File: config.mk
export PLATFORM = sky130hd
export DESIGN_NAME = cnn_conv_seq_flat
export DESIGN_NICKNAME = d
export VERILOG_FILES = /design/src/rtl/cnn_conv_seq_if.sv /design/src/rtl/cnn_conv_seq.sv /design/src/flat_wrapper.sv
export SDC_FILE = /design/constraint.sdc
export NUM_CORES = 1
export LEC_CHECK = 0
export CAP_MARGIN = 20
export CORE_UTILIZATION = 30
export CTS_CLUSTER_DIAMETER = 50
export CTS_CLUSTER_SIZE = 16
export DETAILED_ROUTE_END_ITERATION = 10
export SYNTH_ARGS = -nofsm -noshare
export SYNTH_HDL_FRONTEND = slang
export SYNTH_SLANG_ARGS = --single-unit
File: constraint.sdc
create_clock -name clk -period 4 [get_ports clk]
set_input_delay 0.4 -clock clk [delete_from_list [all_inputs] [get_ports clk]]
set_output_delay 0.4 -clock clk [all_outputs]
set_load 0.1 [all_outputs]
File: src/rtl/cnn_conv_seq_if.sv
// Sequencer <-> conv array / window fetcher bus: kernel configuration push,
// window position issue with fetcher/array back-pressure, and result-valid lanes.
interface cnn_conv_seq_if #(
    parameter int DIM_W       = 10,
    parameter int KERNEL_SIZE = 3,
    parameter int WEIGHT_SIZE = 4
);
    logic                   conf_refresh;
    logic [KERNEL_SIZE-1:0] kernel_height;
    logic [KERNEL_SIZE-1:0] kernel_width;
    logic                   act_valid;
    logic                   src_ready;
    logic [DIM_W-1:0]       win_row;
    logic [DIM_W-1:0]       win_col;
    logic                   window_valid;
    logic                   window_stall;
    logic [WEIGHT_SIZE-1:0] conv_valid;

    modport master (
        output conf_refresh, kernel_height, kernel_width, act_valid,
        output win_row, win_col, window_valid,
        input  src_ready, window_stall, conv_valid
    );

    modport slave (
        input  conf_refresh, kernel_height, kernel_width, act_valid,
        input  win_row, win_col, window_valid,
        output src_ready, window_stall, conv_valid
    );
endinterface

File: src/rtl/cnn_conv_seq.sv
// CNN conv layer sequencer: validates a layer command, pushes kernel config, issues
// raster-order windows and waits for all results. CNN_CONV_SEQ_PERF_EN adds perf counters.
module cnn_conv_seq #(
    parameter int DIM_W       = 10,
    parameter int KERNEL_SIZE = 3,
    parameter int WEIGHT_SIZE = 4
) (
    input  logic                   clk,
    input  logic                   rst,
    input  logic                   start,
    input  logic [DIM_W-1:0]       cfg_height,
    input  logic [DIM_W-1:0]       cfg_width,
    input  logic [KERNEL_SIZE-1:0] cfg_kernel,
    input  logic                   cfg_act,
    output logic                   busy,
    output logic                   done,
    output logic                   cfg_err,
    cnn_conv_seq_if.master         arr
`ifdef CNN_CONV_SEQ_PERF_EN
    ,
    output logic [31:0]            perf_cycles,
    output logic [31:0]            perf_stall
`endif
);
    localparam int CW = 2 * DIM_W;
    localparam logic [CW-1:0] ONE_W = CW'(1);

    typedef enum logic [2:0] {S_IDLE, S_CFG, S_PRIME, S_RUN, S_DRAIN, S_DONE} state_t;

    state_t                 state_q, state_d;
    logic                   prime_q, prime_d;
    logic [DIM_W-1:0]       row_q, row_d, col_q, col_d;
    logic [DIM_W-1:0]       lrow_q, lrow_d, lcol_q, lcol_d;
    logic [CW-1:0]          total_q, total_d, cnt_q, cnt_d;
    logic [KERNEL_SIZE-1:0] kern_q, kern_d;
    logic                   act_q, act_d;
    logic                   busy_q, busy_d, done_q, done_d, err_q, err_d, refresh_q, refresh_d;

    logic             kern_ok, cfg_ok, accept, in_run, issue, res_inc;
    logic [DIM_W-1:0] kside, lrow_n, lcol_n;
    logic [CW-1:0]    n_total;

    always_comb begin
        kern_ok = 1'b1;
        kside   = '0;
        case (cfg_kernel)
            KERNEL_SIZE'(1): kside = DIM_W'(1);
            KERNEL_SIZE'(2): kside = DIM_W'(3);
            KERNEL_SIZE'(4): kside = DIM_W'(5);
            default:         kern_ok = 1'b0;
        endcase
    end

    assign cfg_ok  = kern_ok && (cfg_height >= kside) && (cfg_width >= kside);
    assign accept  = (state_q == S_IDLE) && start && cfg_ok;
    // last valid top-left index per axis, i.e. OH-1 and OW-1
    assign lrow_n  = cfg_height - kside;
    assign lcol_n  = cfg_width - kside;
    assign n_total = ({{DIM_W{1'b0}}, lrow_n} + ONE_W) * ({{DIM_W{1'b0}}, lcol_n} + ONE_W);

    assign in_run  = (state_q == S_RUN) || (state_q == S_DRAIN);
    assign issue   = (state_q == S_RUN) && arr.src_ready && !arr.window_stall;
    assign res_inc = in_run && arr.conv_valid[WEIGHT_SIZE-1] && !arr.window_stall;

    always_comb begin
        state_d = state_q;
        prime_d = prime_q;
        row_d   = row_q;
        col_d   = col_q;
        lrow_d  = lrow_q;
        lcol_d  = lcol_q;
        total_d = total_q;
        kern_d  = kern_q;
        act_d   = act_q;
        err_d   = 1'b0;
        cnt_d   = cnt_q + {{(CW-1){1'b0}}, res_inc};
        case (state_q)
            S_IDLE: begin
                if (start) begin
                    if (cfg_ok) begin
                        kern_d  = cfg_kernel;
                        act_d   = cfg_act;
                        lrow_d  = lrow_n;
                        lcol_d  = lcol_n;
                        total_d = n_total;
                        row_d   = '0;
                        col_d   = '0;
                        cnt_d   = '0;
                        state_d = S_CFG;
                    end else begin
                        err_d = 1'b1;
                    end
                end
            end
            S_CFG: begin
                prime_d = 1'b0;
                state_d = S_PRIME;
            end
            S_PRIME: begin
                prime_d = 1'b1;
                if (prime_q) state_d = S_RUN;
            end
            S_RUN: begin
                if (issue) begin
                    if (col_q == lcol_q) begin
                        col_d = '0;
                        if (row_q == lrow_q) state_d = S_DRAIN;
                        else                 row_d   = row_q + DIM_W'(1);
                    end else begin
                        col_d = col_q + DIM_W'(1);
                    end
                end
            end
            // next-count compare lets done land one cycle after the final result
            S_DRAIN: if (cnt_d >= total_q) state_d = S_DONE;
            S_DONE:  state_d = S_IDLE;
            default: state_d = S_IDLE;
        endcase
        busy_d    = (state_d != S_IDLE);
        done_d    = (state_d == S_DONE);
        refresh_d = (state_d == S_CFG);
    end

    always_ff @(posedge clk or posedge rst) begin
        if (rst) begin
            state_q   <= S_IDLE;
            prime_q   <= 1'b0;
            row_q     <= '0;
            col_q     <= '0;
            lrow_q    <= '0;
            lcol_q    <= '0;
            total_q   <= '0;
            cnt_q     <= '0;
            kern_q    <= '0;
            act_q     <= 1'b0;
            busy_q    <= 1'b0;
            done_q    <= 1'b0;
            err_q     <= 1'b0;
            refresh_q <= 1'b0;
        end else begin
            state_q   <= state_d;
            prime_q   <= prime_d;
            row_q     <= row_d;
            col_q     <= col_d;
            lrow_q    <= lrow_d;
            lcol_q    <= lcol_d;
            total_q   <= total_d;
            cnt_q     <= cnt_d;
            kern_q    <= kern_d;
            act_q     <= act_d;
            busy_q    <= busy_d;
            done_q    <= done_d;
            err_q     <= err_d;
            refresh_q <= refresh_d;
        end
    end

    assign busy              = busy_q;
    assign done              = done_q;
    assign cfg_err           = err_q;
    assign arr.conf_refresh  = refresh_q;
    assign arr.kernel_height = kern_q;
    assign arr.kernel_width  = kern_q;
    assign arr.act_valid     = act_q;
    assign arr.win_row       = row_q;
    assign arr.win_col       = col_q;
    assign arr.window_valid  = issue;

`ifdef CNN_CONV_SEQ_PERF_EN
    logic [31:0] pcyc_q, pcyc_d, pstall_q, pstall_d;

    always_comb begin
        pcyc_d   = pcyc_q;
        pstall_d = pstall_q;
        if (accept) begin
            pcyc_d   = '0;
            pstall_d = '0;
        end else begin
            if ((state_q != S_IDLE) && (pcyc_q != '1)) pcyc_d = pcyc_q + 32'd1;
            if (in_run && arr.window_stall && (pstall_q != '1)) pstall_d = pstall_q + 32'd1;
        end
    end

    always_ff @(posedge clk or posedge rst) begin
        if (rst) begin
            pcyc_q   <= '0;
            pstall_q <= '0;
        end else begin
            pcyc_q   <= pcyc_d;
            pstall_q <= pstall_d;
        end
    end

    assign perf_cycles = pcyc_q;
    assign perf_stall  = pstall_q;
`endif
endmodule

File: src/flat_wrapper.sv
// flat-port wrapper written by rule: the top's interface ports become plain ports
module cnn_conv_seq_flat 
#(
    parameter int DIM_W       = 10,
    parameter int KERNEL_SIZE = 3,
    parameter int WEIGHT_SIZE = 4
)
  (clk, rst, start, cfg_height, cfg_width, cfg_kernel, cfg_act, busy, done, cfg_err, arr_conf_refresh, arr_kernel_height, arr_kernel_width, arr_act_valid, arr_win_row, arr_win_col, arr_window_valid, arr_src_ready, arr_window_stall, arr_conv_valid);
  cnn_conv_seq_if #(.DIM_W(DIM_W), .KERNEL_SIZE(KERNEL_SIZE), .WEIGHT_SIZE(WEIGHT_SIZE)) arr_i ();
  input  logic clk;
  input  logic rst;
  input  logic start;
  input  logic [DIM_W-1:0] cfg_height;
  input  logic [DIM_W-1:0] cfg_width;
  input  logic [KERNEL_SIZE-1:0] cfg_kernel;
  input  logic cfg_act;
  output logic busy;
  output logic done;
  output logic cfg_err;
  output wire logic [$bits(arr_i.conf_refresh)-1:0] arr_conf_refresh;
  output wire logic [$bits(arr_i.kernel_height)-1:0] arr_kernel_height;
  output wire logic [$bits(arr_i.kernel_width)-1:0] arr_kernel_width;
  output wire logic [$bits(arr_i.act_valid)-1:0] arr_act_valid;
  output wire logic [$bits(arr_i.win_row)-1:0] arr_win_row;
  output wire logic [$bits(arr_i.win_col)-1:0] arr_win_col;
  output wire logic [$bits(arr_i.window_valid)-1:0] arr_window_valid;
  input wire logic [$bits(arr_i.src_ready)-1:0] arr_src_ready;
  input wire logic [$bits(arr_i.window_stall)-1:0] arr_window_stall;
  input wire logic [$bits(arr_i.conv_valid)-1:0] arr_conv_valid;
  assign arr_conf_refresh = arr_i.conf_refresh;
  assign arr_kernel_height = arr_i.kernel_height;
  assign arr_kernel_width = arr_i.kernel_width;
  assign arr_act_valid = arr_i.act_valid;
  assign arr_win_row = arr_i.win_row;
  assign arr_win_col = arr_i.win_col;
  assign arr_window_valid = arr_i.window_valid;
  assign arr_i.src_ready = arr_src_ready;
  assign arr_i.window_stall = arr_window_stall;
  assign arr_i.conv_valid = arr_conv_valid;
  cnn_conv_seq #(.DIM_W(DIM_W), .KERNEL_SIZE(KERNEL_SIZE), .WEIGHT_SIZE(WEIGHT_SIZE)) u_core (.clk(clk), .rst(rst), .start(start), .cfg_height(cfg_height), .cfg_width(cfg_width), .cfg_kernel(cfg_kernel), .cfg_act(cfg_act), .busy(busy), .done(done), .cfg_err(cfg_err), .arr(arr_i));
endmodule
==> reports/metrics.csv, run 1 <==
stage;metric;value;unit
synthesis;synth_area;9310;µm²
placement;io_buffers;61;
grt;grt_overflow_total;0;
final_layout;antenna_cells;0;
worst_hold_path;min_from;cfg_kernel[1];
synthesis;yosysWarnings;0;
clock_tree;cts_made_buffers;9;
synthesis;syn_inst;1062;
worst_setup_path;crit_start;cfg_kernel[0];
floorplan;pin_count;65;
clock_tree;clk_pin_slew_worst_paths;0.07;ns
routing;dr.first_iter.drc_count;425;
synthesis;synth-seq-cells;92;
grt;grt_antenna_before_repair;0;
sta;timing.slew.headroom;33.1;%
placement;gp_congestion;0.901;
flow_run;cap_violations;0;
sta;slew_viol_final;0;
worst_setup_path;r2r_start;u_core.state_q[0]$_DFF_PP0_;
routing;avgViaCountPerCell;4.73;
floorplan;std_cell_rows;64;
sta;post-route-min-period;7.42;ns
grt;grt_pass1_vias;8285;
grt;grt.met2_usage;27.2;%
floorplan;design.die.area;31700;µm²
worst_setup_path;arrival;7.66;ns
worst_setup_path;cp-start-kind;input pin;
placement;place_area;12100;µm²
worst_setup_path;critPathMaxFanout;4;
final_layout;fin_cells;1721;
clock_tree;clock-sinks;92;
routing;avgRoutedWirePerCell;14.3;µm
synthesis;synthFlopType;dfrtp_1;
floorplan;start_util;30.4;%
pwr;power.leakage;0.00632;µW
grt;use_met1;21.6;%
grt;grt_max_degree;62;
worst_setup_path;required;4.25;ns
final_layout;areaGrowthSynthToFinish;43.2;%
worst_setup_path;critPathCaptureType;flip-flop;
worst_setup_path;crit_type;in -> reg;
grt;track_usage;16.2;%
grt;grt_first_pass_wirelength;40.8;mm
final_layout;final_area;13300;µm²
sta;finalSetupViolCount;17;
final_layout;drive_gt1_share;30.5;%
worst_hold_path;hold_class;in -> reg;
sta;setup_tns;-39.59;ns
run_status;outcome;complete, but fails checks;
synthesis;synth_area_per_cell;8.76;µm²
placement;dp.cells;1674;
sta;skew;0.0122;ns
synthesis;synth_edf_count;0;
floorplan;die_w;178;µm
pwr;ir_worst_vdd;1.28;mV
synthesis;synth.distinct_cells;67;
synthesis;synth_seq_area_share;24.7;%
synthesis;ys_async_sr_fraction;100;%
sta;rsz0062_at_grt;true;
sta;setup_slack;-3.42;ns
sta;worstMarginPinSlew;1.00;ns
routing;detail-route-antenna-nets;0;
clock_tree;cts-root-buf;clkbuf_16;
grt;gr-usage-met3;2.60;%
clock_tree;cts_tree;done;
sta;whs;0.333;ns
floorplan;core_area;30600;µm²
routing;dr.pass1.iters;5;
sta;finalCritPeriodShare;185;%
pwr;powerDensity;942;nW/µm²
sta;fmax;135;MHz
clock_tree;cts_buffer_depth;2;
routing;drc;0;
routing;wl;24.6;mm
clock_tree;h-tree-depth;3;
run_status;violations;negative setup slack;
synthesis;synth_nets;1259;
floorplan;die_y;178;µm
routing;via_count;8138;
sta;final-hold-violation-count;0;
final_layout;utilization;43.6;%
final_layout;nets;1517;
clock_tree;clkLatencyLatePin;0.36;ns
placement;dp_hpwl;19.4;mm
grt;top_usage_layer;met2;
[cell usage after synthesis (3+ instances only)]
cell type	instances	area [µm²]
a21oi_1	17	85.1
fa_1	81	1620
buf_4	3	22.5
a21o_1	11	82.6
dfrtp_1	92	2300
or3_1	9	56.3
inv_1	136	510
clkbuf_1	23	86.3
nor4_1	4	25.0
nand4_1	8	50.1
o21a_1	4	30.0
ha_1	83	1040
nor3_1	13	65.1
and3b_1	3	26.3
nand2b_1	16	100
buf_1	4	15.0
xor2_1	44	385
nand2_1	134	503
o31ai_1	12	90.1
a31oi_1	4	25.0
a211o_1	5	43.8
nand3_1	24	120
and2_1	32	200
a211oi_1	7	52.6
nor2b_1	9	56.3
o21ai_0	62	310
and3_1	14	87.6
xnor2_1	52	455
or2_2	4	25.0
nor2_1	100	375
[area by class of cell]
type                    count  area, µm²
inverters                 138        520
well taps                 396        495
clock buffers               9        225
multi-input cells         799       7310
fillers                  2900      17300
repair buffers            280       2420
clock inverters             7       50.0
flip-flops and latches     92       2300
[power by group]
group          leakage [µW]  internal [µW]  switching (µW)
sequential          0.00119           1190             204
clock              0.000128            424             399
combinational       0.00501           5190            5140
[flip-flops by register name (all words and copies together) (netlist names)]
| register | count |
|---|---|
| u_core.arr.win_row | 10 |
| u_core.done | 1 |
| u_core.prime_q | 1 |
| u_core.state_q | 3 |
| u_core.arr.win_col | 10 |
| u_core.arr.kernel_height | 3 |
| u_core.lcol_q | 10 |
| u_core.cnt_q | 20 |
| u_core.arr.act_valid | 1 |
| u_core.total_q | 20 |
| u_core.busy | 1 |
| u_core.arr.conf_refresh | 1 |
| u_core.lrow_q | 10 |
| u_core.cfg_err | 1 |
[per-stage QoR]
step,worst slack (ns),total power (µW)
floorplan,-3.62,7420
global placement,-4.29,9990
detailed placement,-4.31,10000
CTS,-3.67,11500
global route,-3.65,13800
finish,-3.42,12500
[critical path, stage by stage]
cell and delay (ns):
buf_6 0.09, or3b_4 0.42, buf_6 0.14, ha_4 0.23, a211o_1 0.28, or3b_4 0.39, and2_4 0.17, or4_4 0.55
nor2_4 0.15, xnor2_2 0.13, nand2_1 0.08, fa_1 0.46, fa_1 0.54, inv_2 0.04, fa_1 0.50, fa_1 0.49
inv_1 0.05, fa_1 0.48, inv_2 0.04, ha_4 0.21, a21o_1 0.18, nor3_1 0.27, a21oi_2 0.12, or4_4 0.44
a31o_4 0.25, o41ai_4 0.28, xor2_1 0.17, o21ai_1 0.08
[layer usage]
| layer | wire (µm) | up-vias |
|---|---|---|
| met5 | 0 | - |
| met4 | 366 | 0 |
| met3 | 949 | 22 |
| met2 | 12100 | 126 |
| met1 | 11200 | 4025 |
| li1 | - | 3965 |
[repair_timing]
action                                  CTS  global route
buffers inserted                         18            18
hold endpoints to repair                  0             0
hold buffers                              0             0
pin swaps                                67            86
cloned                                    0             0
resized for setup                        70            95
endpoints found under the setup margin   17            19
[final timing paths]
path,to,slack [ns],cells past startpoint
setup / recovery,u_core.total_q[19]$_DFFE_PP0P_,-3.42,28
hold / removal,u_core.arr.kernel_height[1]$_DFFE_PP0P_,0.33,4
setup reg to reg,u_core.done$_DFF_PP0_,0.37,17
hold reg to reg,u_core.total_q[17]$_DFFE_PP0P_,0.48,2
max in group asynchronous,u_core.total_q[8]$_DFFE_PP0P_,2.73,3
min in group asynchronous,u_core.total_q[5]$_DFFE_PP0P_,0.55,2
[cell usage in the layout (no fill, tap or decap), types with 4 or more instances in the layout]
cell type        netlist  routed
o31ai_1               12      12
a211o_1                5       5
nand2_1              134     123
xnor2_4                0       5
nor4_1                 4       4
buf_4                  3     185
nor3_1                13      11
buf_12                 0       4
and2_1                32      29
xor2_1                44      34
nor2_1               100      93
buf_6                  2      32
xnor2_1               52      38
ha_1                  83      63
fa_1                  81      73
a21oi_1               17      11
xor2_2                 0       7
or3_1                  9       6
clkbuf_16              0       9
nand2b_1              16      11
o21ai_1                2      14
nand3_1               24      19
clkdlybuf4s50_1        0      57
and3_1                14      14
nand4_1                8       8
and2_4                 2       5
a21o_1                11      11
nor2_4                 1       4
inv_2                  1      24
xnor2_2                0       9
nand2b_4               0       4
nor2b_1                9       7
inv_1                136     112
dfrtp_1               92      92
o21ai_0               62      46
nor2_2                 0       4
ha_4                   0      17
fa_2                   0       8
nand2_2                0       9
[cells by family (layout without fill, tap and decap cells)]
logic type,Yosys count,after routing,share of synthesized area (%)
AOI/OAI and AO/OA,145,145,9.84
xor gates and xnor gates,97,97,9.28
adders and majority gates,164,164,28.6
buffers and inverters,171,434,7.19
DFF,92,92,24.7
muxes,3,3,0.336
and+or+nand+nor,390,390,20.0
Note: power is estimated with default switching activity, not from simulation.
==> run 2: changes to the inputs <==
- CAP_MARGIN: 20 -> not set
- CELL_PAD_IN_SITES_DETAIL_PLACEMENT: not set -> 1
- CELL_PAD_IN_SITES_GLOBAL_PLACEMENT: not set -> 2
- PLACE_DENSITY_LB_ADDON: not set -> 0.1
- SLEW_MARGIN: not set -> 20
==> reports/metrics.csv, run 2 (synthesis gave the netlist of run 1 again) <==
stage;metric;value;unit;change
clock_tree;cts_buffer_depth;2;;unchanged
worst_setup_path;crit_type;in -> reg;;
clock_tree;clkLatencyLatePin;0.38;ns;+0.02 ns
sta;worstMarginPinSlew;0.991;ns;-0.0105 ns
final_layout;areaGrowthSynthToFinish;44.7;%;
sta;finalCritPeriodShare;183;%;-2.6 points
sta;timing.slew.headroom;33.8;%;+0.70 points
final_layout;nets;1524;;+0.46%
clock_tree;clk_pin_slew_worst_paths;0.07;ns;about the same
pwr;pwr-share-comb;81.9;%;-0.4 points
clock_tree;clock-sinks;92;;unchanged
floorplan;design.die.area;31700;µm²;unchanged
sta;post-route-min-period;7.31;ns;-0.104 ns
grt;grt_antenna_before_repair;0;;unchanged
worst_setup_path;cp-start-kind;input pin;;
final_layout;final_area;13500;µm²;+1.1%
grt;track_usage;19.8;%;+3.6 points
sta;final-hold-violation-count;0;;unchanged
pwr;p_int;6980;µW;+2.5%
pwr;power_frac_clock;7.2;%;+0.6 points
worst_hold_path;min_path_cells;3;;-1
routing;wl;29.0;mm;+18%
clock_tree;postCtsHoldBufs;0;;unchanged
pwr;powerDensity;966;nW/µm²;+2.6%
final_layout;register_area;2300;µm²;unchanged
clock_tree;cts_tree;done;;
floorplan;core_area;30600;µm²;unchanged
worst_setup_path;critPathMaxFanout;4;;unchanged
sta;skew;0.0143;ns;+0.00215 ns
run_status;outcome;complete, but fails checks;;
grt;grt_overflow_total;0;;unchanged
routing;detail-route-antenna-nets;0;;unchanged
worst_setup_path;crit_start;cfg_kernel[1];;
worst_setup_path;arrival;7.57;ns;-0.09 ns
floorplan;std_cell_rows;64;;unchanged
pwr;net-switching-power;6040;µW;+5.1%
routing;avgViaCountPerCell;4.66;;-1.5%
worst_setup_path;required;4.26;ns;about the same
sta;finalSetupViolCount;17;;unchanged
sta;fmax;137;MHz;+1.4%
final_layout;antenna_cells;0;;unchanged
run_status;violations;negative setup slack;;
sta;slew_viol_final;0;;unchanged
worst_setup_path;critPathCaptureType;flip-flop;;
routing;avgRoutedWirePerCell;16.8;µm;+17%
pwr;power.leakage;0.00638;µW;+0.86%
routing;dr.pass1.iters;6;;+1
final_layout;utilization;44.0;%;+0.46 points
worst_setup_path;slowest_stage;fa_1;;
pwr;swShare;46.4;%;+0.61 points
worst_hold_path;hold_class;in -> reg;;
final_layout;final_common_cell;buf_4;;
floorplan;pin_count;65;;unchanged
placement;io_buffers;61;;unchanged
worst_setup_path;max_stage_delay;0.55;ns;about the same
worst_hold_path;min_from;cfg_kernel[1];;
final_layout;drive_gt1_share;30.9;%;+0.37 points
clock_tree;cts_made_buffers;9;;unchanged
placement;gp_congestion;0.821;;-8.9%
placement;place_area;12100;µm²;about the same
clock_tree;h-tree-depth;3;;unchanged
final_layout;fillers;3508;;+21%
worst_setup_path;rrSetupSlack;0.39;ns;+0.02 ns
pwr;ir_worst_vdd;0.899;mV;-30%
sta;rsz0062_at_grt;true;;
floorplan;die_w;178;µm;unchanged
routing;drc;0;;unchanged
final_layout;multi_input_area;7360;µm²;+0.70%
final_layout;reg_top3;u_core.cnt_q: 20 flops, u_core.total_q: 20 flops;;
final_layout;final_cell_mix;buf_4 (192), nand2_1 (124), inv_1 (113);;
floorplan;die_y;178;µm;unchanged
pwr;seqPwrFrac;10.9;%;-0.2 points
worst_setup_path;rr_endpoint;u_core.done$_DFF_PP0_;;
clock_tree;cts-root-buf;clkbuf_16;;
grt;grt_max_degree;65;;+4.8%
grt;grt_pass1_vias;8949;;+8.0%
worst_setup_path;r2r.worst_path.cells;18;;+1
routing;via_count;8045;;-1.1%
sta;setup_slack;-3.31;ns;+0.104 ns
worst_setup_path;crit_top_cell;fa_1;;
worst_setup_path;r2r_start;u_core.state_q[0]$_DFF_PP0_;;
floorplan;start_util;30.4;%;unchanged
sta;whs;0.243;ns;-0.0900 ns
worst_setup_path;crit_path_end;u_core.total_q[19]$_DFFE_PP0P_;;
placement;dp_hpwl;23.2;mm;+19%
routing;dr.first_iter.drc_count;251;;-41%
flow_run;cap_violations;0;;unchanged
pwr;power.total;13000;µW;+3.7%
grt;grt_first_pass_wirelength;48.0;mm;+18%
run 2: what timing repair did:
action | 4_1_cts | 5_1_grt
gates cloned | 0 | 0
hold endpoints to repair | 0 | 0
pin swaps | 82 | 48
gates resized for setup | 103 | 66
endpoints found under the setup margin | 17 | 19
setup buffers | 34 | 15
run 2: through the flow:
step           instances  setup WS (ns)  TNS (ns)
4_1_cts             1724          -3.57    -42.28
3_5_place_dp        1675          -4.52    -57.80
2_1_floorplan       1062          -3.62    -39.58
5_1_grt             1728          -3.62    -44.32
3_3_place_gp        1675          -4.29    -55.21
6_report            1728          -3.31    -39.98
run 2: power groups by stage:
| stage | Sequential [µW] | Clock (µW) | Combinational, µW |
|---|---|---|---|
| after floorplan | 1690 | 0 | 5740 |
| after global placement | 1430 | 0 | 8850 |
| after detailed placement | 1440 | 0 | 8900 |
| after CTS | 1430 | 966 | 10300 |
| after global routing | 1460 | 991 | 12000 |
| final | 1420 | 933 | 10700 |
run 2: area by class of cell:
cell class	instances	share of cell area, %
Multi-Input combinational cell	799	54.7
Clock inverter	7	0.604
Inverter	138	3.87
Sequential cell	92	17.1
Clock buffer	9	1.67
Tap cell	396	3.68
Timing Repair Buffer	287	18.4
run 2: metal layers:
metal  track usage (%)  vias up  part of all wire [%]
met5                 0        -                     0
met4              4.88        0                   1.1
met3              2.60       13                   1.7
met2              32.7       48                    48
met1              27.2     4029                    50
li1                  -     3955                     -
run 2: worst max-delay path, delay by kind of cell:
kind | cells | cell delay, ns
AO/OA/AOI/OAI | 7 | 1.38
XOR/XNOR | 3 | 0.79
adder cells (fa/ha/maj) | 7 | 2.97
buffers and inverters | 8 | 0.71
AND/OR/NAND/NOR | 4 | 1.32
run 2: worst min-delay path by stage:
stage | endpoint | slack [ns]
2_1_floorplan | u_core.total_q[11]$_DFFE_PP0P_ | 0.45
3_3_place_gp | u_core.total_q[13]$_DFFE_PP0P_ | 0.47
3_5_place_dp | u_core.total_q[17]$_DFFE_PP0P_ | 0.47
4_1_cts | u_core.arr.kernel_height[1]$_DFFE_PP0P_ | 0.23
5_1_grt | u_core.arr.kernel_height[1]$_DFFE_PP0P_ | 0.26
6_report | u_core.arr.kernel_height[1]$_DFFE_PP0P_ | 0.24
